**src/rtl/oam_dma.sv**
```systemverilog
// Sprite DMA: snoops CPU writes to DMA_REG, stalls the CPU and copies one
// 256-byte page to the PPU OAM data port, one read/write pair per two ce cycles.
module oam_dma #(
    parameter logic [15:0] DMA_REG  = 16'h4014,
    parameter logic [15:0] OAM_PORT = 16'h2004
) (
    input  logic        clk,
    input  logic        reset_n,
    input  logic        ce,
    input  logic [15:0] cpu_aout,
    input  logic [7:0]  cpu_dout,
    input  logic        cpu_mr,
    input  logic        cpu_mw,
    input  logic [7:0]  din,
    output logic [15:0] aout,
    output logic [7:0]  dout,
    output logic        mr,
    output logic        mw,
    output logic        cpu_pause,
    output logic        dma_busy,
    output logic        dma_done
);
    typedef enum logic [2:0] {IDLE, HALT, ALIGN, READ, WRITE} state_t;

    state_t     state_q, state_d;
    logic [7:0] page_q, page_d;
    logic [7:0] idx_q, idx_d;
    logic [7:0] data_q, data_d;
    logic       parity_q, parity_d;
    logic       pause_q, pause_d;
    logic       done_q, done_d;

    always_comb begin
        state_d  = state_q;
        page_d   = page_q;
        idx_d    = idx_q;
        data_d   = data_q;
        parity_d = parity_q;
        pause_d  = pause_q;
        done_d   = done_q;
        if (ce) begin
            parity_d = ~parity_q;
            done_d   = 1'b0;
            case (state_q)
                IDLE: begin
                    if (cpu_mw && cpu_aout == DMA_REG) begin
                        page_d  = cpu_dout;
                        state_d = HALT;
                    end
                end
                // parity_q=1 now means the next cycle is even, which is where reads must land
                HALT:  state_d = parity_q ? READ : ALIGN;
                ALIGN: state_d = READ;
                READ: begin
                    data_d  = din;
                    state_d = WRITE;
                end
                WRITE: begin
                    if (idx_q == 8'hFF) begin
                        idx_d   = 8'h00;
                        done_d  = 1'b1;
                        state_d = IDLE;
                    end else begin
                        idx_d   = idx_q + 8'h01;
                        state_d = READ;
                    end
                end
                default: state_d = IDLE;
            endcase
            pause_d = (state_d != IDLE);
        end
    end

    always_ff @(posedge clk or negedge reset_n) begin
        if (!reset_n) begin
            state_q  <= IDLE;
            page_q   <= 8'h00;
            idx_q    <= 8'h00;
            data_q   <= 8'h00;
            parity_q <= 1'b0;
            pause_q  <= 1'b0;
            done_q   <= 1'b0;
        end else begin
            state_q  <= state_d;
            page_q   <= page_d;
            idx_q    <= idx_d;
            data_q   <= data_d;
            parity_q <= parity_d;
            pause_q  <= pause_d;
            done_q   <= done_d;
        end
    end

    always_comb begin
        aout = cpu_aout;
        dout = cpu_dout;
        mr   = cpu_mr;
        mw   = cpu_mw;
        case (state_q)
            HALT, ALIGN: begin
                mr = 1'b0;
                mw = 1'b0;
            end
            READ: begin
                aout = {page_q, idx_q};
                mr   = 1'b1;
                mw   = 1'b0;
            end
            WRITE: begin
                aout = OAM_PORT;
                dout = data_q;
                mr   = 1'b0;
                mw   = 1'b1;
            end
            default: ;
        endcase
    end

    assign cpu_pause = pause_q;
    assign dma_busy  = pause_q;
    assign dma_done  = done_q;
endmodule

```
**config.mk**
```make
export PLATFORM = sky130hd
export DESIGN_NAME = oam_dma
export DESIGN_NICKNAME = d
export VERILOG_FILES = /design/src/rtl/oam_dma.sv
export SDC_FILE = /design/constraint.sdc
export NUM_CORES = 1
export LEC_CHECK = 0
export CORE_UTILIZATION = 39
export DETAILED_ROUTE_END_ITERATION = 10
export HOLD_SLACK_MARGIN = 0.08
export MAX_ROUTING_LAYER = met4
export PLACE_DENSITY = 0.8
export SYNTH_ARGS = -nofsm -noshare
export SYNTH_HDL_FRONTEND = slang
export SYNTH_SLANG_ARGS = --single-unit
```
**constraint.sdc**
```tcl
create_clock -name clk -period 1.54 [get_ports clk]
set_input_delay 0.154 -clock clk [delete_from_list [all_inputs] [get_ports clk]]
set_output_delay 0.154 -clock clk [all_outputs]
set_load 0.01 [all_outputs]
```
==> flow_summary.json <==
{
  "outcome": "finished, violations left",
  "violations": "setup timing",
  "avgSynthCellArea_sq_um": 11.2,
  "clkLatencyLatePin_ps": 280,
  "cp_max_fo": 4,
  "finalHoldViolCount": 0,
  "synth_top_family_by_area": "multiplexers",
  "ir_drop_mv": 0.894,
  "coreArea_sq_mm": 0.00406,
  "cts_root_buffer": "clkbuf_8",
  "yosys_warnings": 0,
  "cts_tree": "built",
  "final_util_pct": 72.4,
  "antenna_found_initial": 0,
  "timing.final.ws_setup_ps": -324,
  "synth_area_sq_mm": 0.00167,
  "synth_flop_cell": "dfrtp_1",
  "power_w": 0.00438,
  "post-place-ws_ps": -423,
  "end_kind": "register",
  "netlist.area_leader.share_pct": 45.0,
  "finalInstanceArea_sq_mm": 0.00294,
  "synth.area.mux_share_pct": 17.5,
  "ys_types": 39,
  "clockBufferDepth": 2,
  "slew_viol_final": 0,
  "synth-seq-cells": 30,
  "fmax_mhz": 536,
  "worstRegToRegCells": 6,
  "clk_pin_slew_ps": 70,
  "area_growth_pct": 76.1,
  "holdCritPathClass": "input pin to asynchronous set/reset pin",
  "tns_ps": -9940,
  "hold_buffers": 0,
  "arrival_ps": 2030,
  "timing.final.crit_period_ps": 1860,
  "gp_congestion": 0.841,
  "yosysTopAreaCell": "dfrtp_1",
  "ant_nets": 0,
  "rsz0062_at_grt": "yes",
  "dieArea_sq_mm": 0.00454,
  "grt_pass1_wl_mm": 8.16,
  "p_per_area_mw_per_mm2": 1490,
  "syn_nets": 187,
  "vias": 1700,
  "critPathRequiredTime_ps": 1700,
  "ys_seq_area_share_pct": 45.0,
  "layout.nets": 287,
  "synth-xor-area-share_pct": 3.15,
  "ys_async_sr_fraction_pct": 100,
  "synth_compound_area_share_pct": 13.4,
  "first_pass_iters": 4,
  "p_leak_nw": 1.38,
  "finClkSkew_ps": 9.38,
  "post-dp-hpwl_mm": 3.45,
  "die_w_um": 67.4,
  "grt_overflow": 0,
  "start_kind": "input pin",
  "maxCapViolations": 0,
  "start_util_pct": 41.1,
  "synth_edf_count": 0,
  "wl_per_cell_um": 19.8,
  "final_layout_size_suffix_gt1_share_pct": 50.0,
  "synthSimpleGateAreaFrac_pct": 15.9,
  "portBuffers": 65,
  "place_area_sq_mm": 0.00254,
  "wirelength_mm": 5.94,
  "synth_fa_ha_area_share_pct": 1.35,
  "numCtsBuffers": 5,
  "num_rows": 23,
  "cts_sinks": 30,
  "tightest_slew_ps": 453,
  "first_global_vias": 1650,
  "drt_iter0_markers": 88,
  "antenna_cells": 0,
  "crit_type": "input pin to register",
  "grt_max_degree": 31,
  "vias_per_cell": 5.67,
  "pin_count": 66,
  "drcViolationCount": 0,
  "syn_inst": 149,
  "setup_violations": 44,
  "finalCritPeriodShare_pct": 121,
  "relSlewSlack_pct": 69.5,
  "synthTopCellsByArea": "dfrtp_1 (45%), mux2_2 (17%), a22o_1 (7.4%)",
  "cts-htree-levels": 2,
  "track_usage_pct": 26.6,
  "die_h_um": 67.4
}
==> sequential cells by signal, indices dropped and copies added, names as in the netlist <==
name,cells
cpu_pause,1
dma_done,1
idx_q,8
state_q,3
data_q,8
page_q,8
parity_q,1
==> final timing paths <==
kind	from	slack [ps]	end
worst max register to register	state_q[1]	-300	page_q[2]
worst min-delay path	reset_n	260	data_q[5]
min in group clk	parity_q	480	parity_q
worst min register to register	parity_q	480	parity_q
worst max-delay path	cpu_aout[14]	-320	page_q[2]
max in group asynchronous	reset_n	970	state_q[1]
==> power by group <==
group          total, W  internal [W]  switching, W
logic           0.00250       0.00137       0.00113
registers       0.00121       0.00101      0.000202
clock network  0.000672      0.000359      0.000314
total           0.00438       0.00273       0.00164
==> synthesized netlist by cell type (all sizes together) (3+ instances only) <==
| library cell | count |
|---|---|
| buf | 8 |
| inv | 4 |
| nand3 | 7 |
| dfrtp | 30 |
| and3 | 4 |
| mux2 | 25 |
| nor2 | 4 |
| nand2 | 7 |
| a22o | 14 |
| o21ai | 5 |
| and2 | 3 |
| nand4 | 3 |
| a21oi | 5 |
| xnor2 | 4 |
==> critical path, stage by stage <==
cell and delay, ps:
clkdlybuf4s50_1 520, nor3b_1 370, nand4_1 240, nor3_4 280, buf_6 160, mux2_4 310
==> routing by layer <==
| layer | wire length, um | track usage [%] | part of all wire, % |
|---|---|---|---|
| met1 | 2230 | 29.0 | 38 |
| met2 | 3110 | 43.5 | 52 |
| met3 | 350 | 8.28 | 5.9 |
| met4 | 246 | 13.3 | 4.1 |
| met5 | 0 | - | 0 |
==> area by class of cell <==
class,instances,area [sq um]
clock inverters,2,12.5
flip-flops and latches,30,752
multi-input cells,106,1080
well taps,50,62.6
clock buffers,6,82.6
repair buffers,102,933
inverters,4,15.0
fillers,237,1120
==> metrics by stage <==
stage / hold slack (ps) / std cells
finish: 255 / 300
global route: 310 / 300
CTS: 259 / 292
detailed placement: 461 / 279
global placement: 466 / 279
floorplan: -142 / 149
==> timing repair <==
action                                  4_1_cts  5_1_grt
gates resized for setup                     135       44
endpoints found under the setup margin       42       43
buffers inserted                              5        8
pin swaps                                     2       17
gates cloned                                  0        0
==> cells by family (layout without fill, tap and decap cells) <==
kind of cell	count (synthesis)	count (layout)
xor gates and xnor gates	6	6
buffers and inverters	13	114
DFF	30	30
muxes	26	26
adders and majority gates	2	2
and+or+nand+nor	42	42
AOI/OAI and AO/OA	30	30
==> cell usage in the layout, fill, tap and decap left out, drive strengths merged, types with 2 or more instances in the layout <==
| cell | n |
|---|---|
| buf | 63 |
| clkdlybuf4s50 | 39 |
| dfrtp | 30 |
| mux2 | 25 |
| a22o | 14 |
| nand3 | 7 |
| nand2 | 7 |
| clkbuf | 6 |
| a21oi | 5 |
| o21ai | 5 |
| xnor2 | 4 |
| inv | 4 |
| and3 | 4 |
| nor2 | 4 |
| and2 | 3 |
| nand4 | 3 |
| nor3 | 2 |
| or2 | 2 |
| o22a | 2 |
| nand3b | 2 |
| xor2 | 2 |
| nor4b | 2 |
| nor3b | 2 |
No activity file was read; power rests on OpenSTA's default activity.
